### src/rtl/tf_step_sequencer.sv
// Step-response sequencer for an emulated filter: resets the filter, settles it at v_init,
// applies v_step and captures decimated v_out samples into a show-ahead FIFO.
//
//   state     | meaning
//   ----------+------------------------------------------------------------
//   S_IDLE    | waiting for start, filter held out of reset, no clocking
//   S_DUT_RST | one-cycle filter reset with v_init applied
//   S_SETTLE  | filter clocked at v_init for the latched settle count
//   S_RUN     | filter clocked at v_step, every decim-th cycle captured
//   S_DONE    | run complete, filter frozen at v_step, FIFO still readable
module tf_step_sequencer #(
   parameter int WIDTH = 25,
   parameter int CNT_W = 16,
   parameter int DEPTH = 16
) (
   input  logic                    emu_clk,
   input  logic                    emu_rst,
   input  logic                    start,
   input  logic [CNT_W-1:0]        settle_cycles,
   input  logic [CNT_W-1:0]        decim,
   input  logic [CNT_W-1:0]        num_samples,
   input  logic signed [WIDTH-1:0] v_init,
   input  logic signed [WIDTH-1:0] v_step,
   output logic signed [WIDTH-1:0] v_in,
   output logic                    filt_cke,
   output logic                    filt_rst,
   input  logic signed [WIDTH-1:0] v_out,
   output logic signed [WIDTH-1:0] sample_data,
   output logic                    sample_valid,
   input  logic                    sample_ready,
   output logic                    busy,
   output logic                    done,
   output logic                    overflow
);

   localparam int              AW     = $clog2(DEPTH);
   localparam logic [AW:0]      C_FULL = (AW+1)'(DEPTH);
   localparam logic [CNT_W-1:0] C_ONE  = CNT_W'(1);

   typedef enum logic [2:0] {
      S_IDLE,
      S_DUT_RST,
      S_SETTLE,
      S_RUN,
      S_DONE
   } state_t;

   state_t                  r_state;
   logic [CNT_W-1:0]        r_cfg_settle;
   logic [CNT_W-1:0]        r_cfg_dec_m1;
   logic [CNT_W-1:0]        r_cfg_num;
   logic signed [WIDTH-1:0] r_cfg_step;
   logic [CNT_W-1:0]        r_tmr;
   logic [CNT_W-1:0]        r_dec;
   logic [CNT_W-1:0]        r_left;

   logic signed [WIDTH-1:0] r_mem [DEPTH];
   logic [AW-1:0]           r_wr_ptr;
   logic [AW-1:0]           r_rd_ptr;
   logic [AW:0]             r_count;

   logic w_start_ok;
   logic w_cap;
   logic w_pop;
   logic w_full;
   logic w_wr;

   assign w_start_ok   = start && (r_state == S_IDLE || r_state == S_DONE);
   assign w_cap        = (r_state == S_RUN) && (r_dec == '0);
   assign sample_valid = (r_count != '0);
   assign w_pop        = sample_valid && sample_ready;
   assign w_full       = (r_count == C_FULL);
   // A pop on the capture edge frees the slot the new sample lands in.
   assign w_wr         = w_cap && (!w_full || w_pop);
   assign sample_data  = sample_valid ? r_mem[r_rd_ptr] : '0;

   always_ff @(posedge emu_clk) begin
      if (emu_rst) begin
         r_state      <= S_IDLE;
         filt_rst     <= 1'b1;
         filt_cke     <= 1'b0;
         v_in         <= '0;
         busy         <= 1'b0;
         done         <= 1'b0;
         r_cfg_settle <= '0;
         r_cfg_dec_m1 <= '0;
         r_cfg_num    <= '0;
         r_cfg_step   <= '0;
         r_tmr        <= '0;
         r_dec        <= '0;
         r_left       <= '0;
      end else begin
         unique case (r_state)
            S_IDLE, S_DONE: begin
               filt_rst <= 1'b0;
               if (start) begin
                  r_cfg_settle <= settle_cycles;
                  r_cfg_dec_m1 <= (decim == '0) ? '0 : decim - C_ONE;
                  r_cfg_num    <= num_samples;
                  r_cfg_step   <= v_step;
                  r_state      <= S_DUT_RST;
                  filt_rst     <= 1'b1;
                  filt_cke     <= 1'b0;
                  v_in         <= v_init;
                  busy         <= 1'b1;
                  done         <= 1'b0;
               end
            end
            S_DUT_RST, S_SETTLE: begin
               filt_rst <= 1'b0;
               if (r_state == S_DUT_RST && r_cfg_settle != '0) begin
                  r_state  <= S_SETTLE;
                  r_tmr    <= r_cfg_settle - C_ONE;
                  filt_cke <= 1'b1;
               end else if (r_state == S_SETTLE && r_tmr != '0) begin
                  r_tmr <= r_tmr - C_ONE;
               end else if (r_cfg_num == '0) begin
                  r_state  <= S_DONE;
                  filt_cke <= 1'b0;
                  v_in     <= r_cfg_step;
                  busy     <= 1'b0;
                  done     <= 1'b1;
               end else begin
                  r_state  <= S_RUN;
                  filt_cke <= 1'b1;
                  v_in     <= r_cfg_step;
                  r_dec    <= r_cfg_dec_m1;
                  r_left   <= r_cfg_num;
               end
            end
            S_RUN: begin
               if (r_dec == '0) begin
                  r_dec  <= r_cfg_dec_m1;
                  r_left <= r_left - C_ONE;
                  if (r_left == C_ONE) begin
                     r_state  <= S_DONE;
                     filt_cke <= 1'b0;
                     busy     <= 1'b0;
                     done     <= 1'b1;
                  end
               end else begin
                  r_dec <= r_dec - C_ONE;
               end
            end
            default: r_state <= S_IDLE;
         endcase
      end
   end

   always_ff @(posedge emu_clk) begin
      if (emu_rst) begin
         r_wr_ptr <= '0;
         r_rd_ptr <= '0;
         r_count  <= '0;
         overflow <= 1'b0;
      end else if (w_start_ok) begin
         r_wr_ptr <= '0;
         r_rd_ptr <= '0;
         r_count  <= '0;
         overflow <= 1'b0;
      end else begin
         if (w_wr) r_wr_ptr <= r_wr_ptr + 1'b1;
         if (w_pop) r_rd_ptr <= r_rd_ptr + 1'b1;
         if (w_wr && !w_pop) r_count <= r_count + 1'b1;
         else if (!w_wr && w_pop) r_count <= r_count - 1'b1;
         if (w_cap && w_full && !w_pop) overflow <= 1'b1;
      end
   end

   always_ff @(posedge emu_clk) begin
      if (w_wr) r_mem[r_wr_ptr] <= v_out;
   end

endmodule
### config.mk
export PLATFORM = sky130hd
export DESIGN_NAME = tf_step_sequencer
export DESIGN_NICKNAME = d
export VERILOG_FILES = /design/src/rtl/tf_step_sequencer.sv
export SDC_FILE = /design/constraint.sdc
export NUM_CORES = 1
export LEC_CHECK = 0
export ABC_AREA = 1
export BUFFER_PORTS_ARGS = -buffer_cell sky130_fd_sc_hd__buf_4
export CELL_PAD_IN_SITES_DETAIL_PLACEMENT = 0
export CELL_PAD_IN_SITES_GLOBAL_PLACEMENT = 1
export CORE_MARGIN = 3
export CORE_UTILIZATION = 49
export CTS_BUF_LIST = sky130_fd_sc_hd__clkbuf_4
export DETAILED_ROUTE_END_ITERATION = 10
export GPL_ROUTABILITY_DRIVEN = 0
export PLACE_DENSITY_LB_ADDON = 0.1
export SLEW_MARGIN = 20
export SYNTH_ARGS = -nofsm -noshare
export SYNTH_HDL_FRONTEND = slang
export SYNTH_SLANG_ARGS = --single-unit
### constraint.sdc
create_clock -name emu_clk -period 3.9 [get_ports emu_clk]
set_input_delay 0.195 -clock emu_clk [delete_from_list [all_inputs] [get_ports emu_clk]]
set_output_delay 0.195 -clock emu_clk [all_outputs]
set_load 0.005 [all_outputs]
* After elaboration in Yosys (flattened, before gate mapping) *
Memories as Yosys holds them, arrays and structs flattened. A register that Yosys moved wholly into a read port is not among the register bits.
Cells that the tools add are included.

word-level totals
  memory bits (writable) = 400
  memories = 1
  register bits = 167
  input bits = 127

memory list
  name   depth  bits a word  read ports  clocked after Yosys merged registers in  write ports  line  text
  r_mem  16     25           1           1                                        1            57    logic signed [WIDTH-1:0] r_mem [DEPTH];

cells by class
  equal/unequal tests = 14
  reductions and logical operators = 38
  mux-type cells = 51
  $add $sub $neg = 9

operators by type and width
  operator                                                              number
  16-bit 2-to-1 mux                                                     11
  25-bit 2-to-1 mux                                                     4
  16-bit by 1-bit subtractor with 16-bit output, second input constant  5
  16-bit case mux with 2 select lines                                   2
  25-bit case mux with 2 select lines                                   1
  16-bit zero test                                                      3
  16-bit nonzero test                                                   2
  1-bit 2-to-1 mux                                                      18
  3-bit 2-to-1 mux                                                      6
  16-bit by 1-bit == test with 1-bit output, second input constant      1
  4-bit AND reduction                                                   3
  1-bit logical AND                                                     10
  5-bit 2-to-1 mux                                                      2
  2-bit inequality test, second input constant                          5
  5-bit AND reduction                                                   2
  1-bit case mux with 3 select lines                                    3
  3-bit case mux with 3 select lines                                    1
  4-bit by 1-bit adder with 4-bit output, second input constant         2
  4-bit 2-to-1 mux                                                      2
  2-bit nonzero test                                                    4
  7-bit AND reduction                                                   1
  3-bit by 2-bit == test with 1-bit output, second input constant       2
  2-bit OR reduction                                                    3
  5-bit by 1-bit adder with 5-bit output, second input constant         1
  13 further kinds                                                      18

* Depth between registers and ports, before layout *
  word-level depth = 8
  depth in mapped cells = 17
  mapped depth without buffers = 16

* Least setup slack after synthesis *
No wires, ideal clock.

  path kind = register to register
  start point = reg r_dec[7]
  end point = mem r_mem[0][0] (enable)
  setup slack = 1.103 ns
  cell stages (with the launch flop) = 8
  library setup time = 0.407 ns
  data arrival time = 2.390 ns
  buffers on the path = 0
  data required time = 3.493 ns
  path through = dfxtp_1 nor2_1 nand2_1 nor4_2 nand3_1 inv_2 nand2_1 nor2_1

on the way
  longest elaborated chain between the ends = 5

ends and longest elaborated chain
  item                                    line  text
  start: declaration                      54    logic [CNT_W-1:0] r_dec;
  start signal: assignment                127   r_dec <= r_cfg_dec_m1;
  start signal: assignment                133   r_dec <= r_cfg_dec_m1;
  start signal: assignment                142   r_dec <= r_dec - C_ONE;
  16-bit zero test                        69    assign w_cap = (r_state == S_RUN) && (r_dec == '0);
  1-bit logical AND                       69
  1-bit logical AND                       74    assign w_wr = w_cap && (!w_full || w_pop);
  named net w_wr                          66    logic w_wr;
  1-bit 2-to-1 mux                        171   if (w_wr) r_mem[r_wr_ptr] <= v_out;
  1-bit 2-to-1 mux (not written as such)  171
  end: declaration                        57

The timed path passes the listed nets, and every way through them passes these cells.

==> qor.txt <==
=================================================================================================
Die outline width ..................................................................       227 µm
Number of distinct library cell variants in the gate-level netlist after synthesis .           45
Cell taking the most area after synthesis .......................................... sky130_fd_sc_hd__edfxtp_1
Area growth from synthesis to final layout .........................................        28.8%
Floorplan die area .................................................................   51,500 µm²
Reg2Reg Depth ......................................................................           13
Total cell area at the placement stage .............................................   26,000 µm²
Area share of the leading cell type in the synthesized netlist .....................        50.3%
Wirelength per Cell ................................................................      18.6 µm
Leftover overflow at the end of global routing .....................................            0
Setup violations, final ............................................................            0
Final Net Count ....................................................................        3,002
Filler cells .......................................................................        3,804
WHS ................................................................................      95.5 ps
Most used standard cell by instance count after synthesis .......................... sky130_fd_sc_hd__nor2_1
Top flip-flop cell by instance count after synthesis ............................... sky130_fd_sc_hd__edfxtp_1
Sequential Power Share .............................................................        35.5%
Largest register FFs ...............................................................          400
IO buf count .......................................................................          182
Starting density of the core .......................................................        49.8%
Worst hold endpoint ................................................................ r_mem[3][16]
Worst max-slew margin expressed relative to the limit ..............................        30.5%
Cell Area, Synth ...................................................................   23,900 µm²
Setup slack on the worst flop-to-flop path .........................................       570 ps
Number of resized instances in the post-cts repair step ............................            0
Instance count after placement with tap cells included .............................        3,042
Core footprint .....................................................................   47,900 µm²
Largest net degree at the start of global routing ..................................          115
Clock network latency to the later pin of the worst-skew pair ......................       990 ps
Via Count ..........................................................................       19,400
Capture instance of the worst register-to-register path ............................     v_in[15]
Num CTS Buffers ....................................................................          150
Share of final-layout standard cells stronger than drive strength 1 ................        17.2%
Maximum fanout encountered on the critical timing path .............................           72
GRT Overall Usage ..................................................................        26.2%
Slowest stage cell, crit path ...................................................... sky130_fd_sc_hd__inv_4
Arrival time of data at the critical path endpoint .................................      3370 ps
Initial antenna violation count ....................................................            3
Antenna-violating nets left ........................................................            0
Fin. max-slew vios .................................................................            0
Critical path data required time ...................................................      3700 ps
Chip height ........................................................................       227 µm
CTS tree ...........................................................................         done
Internal Dissipation ...............................................................      12.9 mW
Clk pwr share ......................................................................        25.2%
Combinational cell fraction of total power .........................................        39.3%
Number of sinks on the clock net ...................................................          571
Number of synthesized register bits ................................................          571
Worst Path Buf+Inv .................................................................            3
Final worst clock skew .............................................................      69.8 ps
Ys Warns ...........................................................................            0
Worst Setup Path Type ..............................................................      reg2out
Least-Margin Pin Slew ..............................................................      1040 ps
Avg Inst Size Synth ................................................................     10.2 µm²
Proportion of total power due to net switching .....................................        38.8%
Crit path launch type ..............................................................         flop
Number of remaining DRC errors .....................................................            0
Overall routed net length ..........................................................      66.7 mm
Min-delay src ......................................................................    v_out[16]
Clock tree buffer depth ............................................................            3
Area occupied by multi-input gates .................................................     7540 µm²
Standby leakage power ..............................................................      11.8 nW
Final instance area ................................................................   30,800 µm²
Top flop regs ...................................................................... r_mem (400), r_cfg_step (25), v_in (25)
Vias per std cell ..................................................................         5.41
Total negative slack for setup checks ..............................................         0 ps
Synthesized net count ..............................................................        2,476
Unrepaired setup endpoints after global routing ....................................           no
Leading post-synthesis cells by cell area .......................................... sky130_fd_sc_hd__edfxtp_1, sky130_fd_sc_hd__dfxtp_1, sky130_fd_sc_hd__o21ai_0, sky130_fd_sc_hd__nor2_1, sky130_fd_sc_hd__nand2_1
Total I/O pin count ................................................................          183
Kind of end point of the critical path .............................................  output port
Maximum vdd ir drop ................................................................     0.403 mV
Top cells by instance count after synthesis ........................................ sky130_fd_sc_hd__nor2_1, sky130_fd_sc_hd__edfxtp_1, sky130_fd_sc_hd__o21ai_0
Series of cell instances along the critical path ................................... inv_4 -> buf_4 -> o21ai_0 -> o22ai_1 -> nor2_1 -> nor2_1 -> o21ai_0 -> a21oi_1 -> buf_4
Number of cells on the worst hold path .............................................            2
Pwr per Cell Area ..................................................................   685 nW/µm²
Hold violation count in the final report ...........................................            0
Wire length of the first global-routing pass .......................................       104 mm
Largest stage delay on the critical path ...........................................       620 ps
Number of global-route vias before repair ..........................................       19,700
Register name with the most flops ..................................................        r_mem
Min-delay worst type ...............................................................       in2reg
Post-detailed-placement half-perimeter wirelength ..................................      36.6 mm
Sequential area share after synthesis ..............................................        64.6%
Setup Buffers After CTS ............................................................            0
Post-Synthesis Cells ...............................................................        2,333
Clock-pin slew of the registers on the worst-case setup and hold paths .............        70 ps
Final Critical Period ..............................................................      3570 ps
Number of synthesized flops with an enable pin .....................................          400
Post-route insts no fill ...........................................................        3,586
Cell family with the largest share of critical-path delay .......................... buffers and inverters
Reported net switching power .......................................................      8.18 mW
Placement Rows .....................................................................           80
F_max ..............................................................................      280 MHz
Drt initial violations .............................................................        1,644
First-pass DRT Iterations ..........................................................            7
Source of the worst register-to-register timing path ............................... r_cfg_settle[10]
Ratio of final minimum period to clock period ......................................        91.4%
Max Cap Violations .................................................................            0
Register area ......................................................................   15,400 µm²
Clock root buffer master ........................................................... sky130_fd_sc_hd__clkbuf_4
Async set or reset register ratio after synthesis ..................................           0%
H-tree lvl count ...................................................................            4
Run status .........................................................................    completed
=================================================================================================
[logic make-up (layout without fill, tap and decap cells)]
kind of cell               count (synthesis)  after routing  share of synthesized area (%)
DFF                                      571            571                           64.6
adders and majority gates                 16             16                          0.869
xor gates and xnor gates                  33             33                           1.21
buffers and inverters                    272            908                           4.47
other                                      0              2                              0
and+or+nand+nor                          861            861                           14.8
AOI/OAI and AO/OA                        580            580                           14.1
[per-stage QoR]
step | worst slack, ps | utilization, % | total power, mW
6_report | 334 | 64.2 | 21.1
5_1_grt | 4.42 | 64.2 | 22.7
4_1_cts | 249 | 64.2 | 21.2
3_5_place_dp | 1120 | 54.3 | 15.4
3_3_place_gp | 1190 | 54.3 | 15.4
2_1_floorplan | 1100 | - | 12.7
[power by group through the flow]
stage | Clock [mW] | Sequential [mW] | Combinational (mW)
after floorplan | 0 | 7.44 | 5.30
after global placement | 0 | 7.59 | 7.79
after detailed placement | 0 | 7.59 | 7.84
after CTS | 5.45 | 7.48 | 8.25
after global routing | 5.79 | 7.56 | 9.33
final | 5.31 | 7.49 | 8.29
[routing by layer]
layer / up-vias / share of wire, % / GRT usage (%)
met2: 656 / 49 / 44.2
met1: 9229 / 42 / 33.1
met3: 145 / 6.0 / 5.97
li1: 9379 / - / -
met5: - / 0.019 / 0
met4: 2 / 2.7 / 9.92
[cell usage in the layout (no fill, tap or decap), types with 5 or more instances in the layout]
cell type | Yosys | layout
sky130_fd_sc_hd__o211ai_1 | 6 | 6
sky130_fd_sc_hd__buf_4 | 5 | 222
sky130_fd_sc_hd__clkinv_1 | 4 | 31
sky130_fd_sc_hd__edfxtp_1 | 400 | 400
sky130_fd_sc_hd__ha_1 | 15 | 15
sky130_fd_sc_hd__nor2_4 | 2 | 21
sky130_fd_sc_hd__nand3_1 | 100 | 100
sky130_fd_sc_hd__dlygate4sd3_1 | 0 | 280
sky130_fd_sc_hd__dfxtp_1 | 171 | 168
sky130_fd_sc_hd__o21ai_1 | 37 | 37
sky130_fd_sc_hd__a21oi_1 | 75 | 75
sky130_fd_sc_hd__nand2_1 | 294 | 294
sky130_fd_sc_hd__nor4_1 | 9 | 9
sky130_fd_sc_hd__o22ai_1 | 29 | 29
sky130_fd_sc_hd__clkinv_2 | 0 | 8
sky130_fd_sc_hd__bufinv_16 | 0 | 5
sky130_fd_sc_hd__nor3_1 | 11 | 11
sky130_fd_sc_hd__o21ai_0 | 315 | 315
sky130_fd_sc_hd__a22o_1 | 25 | 25
sky130_fd_sc_hd__xnor2_1 | 14 | 14
sky130_fd_sc_hd__nor2_1 | 413 | 395
sky130_fd_sc_hd__nand4_1 | 15 | 15
sky130_fd_sc_hd__inv_1 | 126 | 124
sky130_fd_sc_hd__clkbuf_4 | 0 | 215
sky130_fd_sc_hd__o221ai_1 | 76 | 76
sky130_fd_sc_hd__xor2_1 | 19 | 19
sky130_fd_sc_hd__inv_2 | 9 | 13
sky130_fd_sc_hd__a31oi_1 | 7 | 7
[worst register-to-register path: stages (launching register included)]
cell and delay [ps]:
sky130_fd_sc_hd__dfxtp_1 330, sky130_fd_sc_hd__nor2_1 120, sky130_fd_sc_hd__nand2_1 70, sky130_fd_sc_hd__nor2_1 100, sky130_fd_sc_hd__nand2_1 60, sky130_fd_sc_hd__buf_4 200, sky130_fd_sc_hd__nand2_4 260, sky130_fd_sc_hd__nand2_2 410
sky130_fd_sc_hd__nor3_4 230, sky130_fd_sc_hd__buf_4 330, sky130_fd_sc_hd__inv_2 280, sky130_fd_sc_hd__nor2_1 220, sky130_fd_sc_hd__nor2_1 80, sky130_fd_sc_hd__dlygate4sd3_1 560
[worst max path at each step]
stage | cells past startpoint | from | endpoint | slack, ps
after floorplan | 7 | r_dec[7] | r_mem[0][0] | 1100
after global placement | 13 | r_dec[7] | r_count[4] | 1190
after detailed placement | 13 | r_dec[7] | r_count[4] | 1120
after CTS | 7 | flop | sample_data[21] | 250
after global routing | 9 | flop | sample_data[17] | 4
final | 9 | flop | sample_data[17] | 330
[repair_timing]
action | CTS | global route
hold buffers | 280 | 0
hold endpoints to repair | 534 | 0
endpoints found under the setup margin | 0 | 0
[final cells by class]
cell class                 instances  area share, %
antenna                            2         0.0163
clock inverter                    47           1.09
clock buffer                     215           5.24
multi-input combinational       1490           24.5
sequential                       571           50.2
tap                              615           2.50
timing repair buffer             506           14.8
inverter                         140           1.73
(Power assumes the default switching activity.)
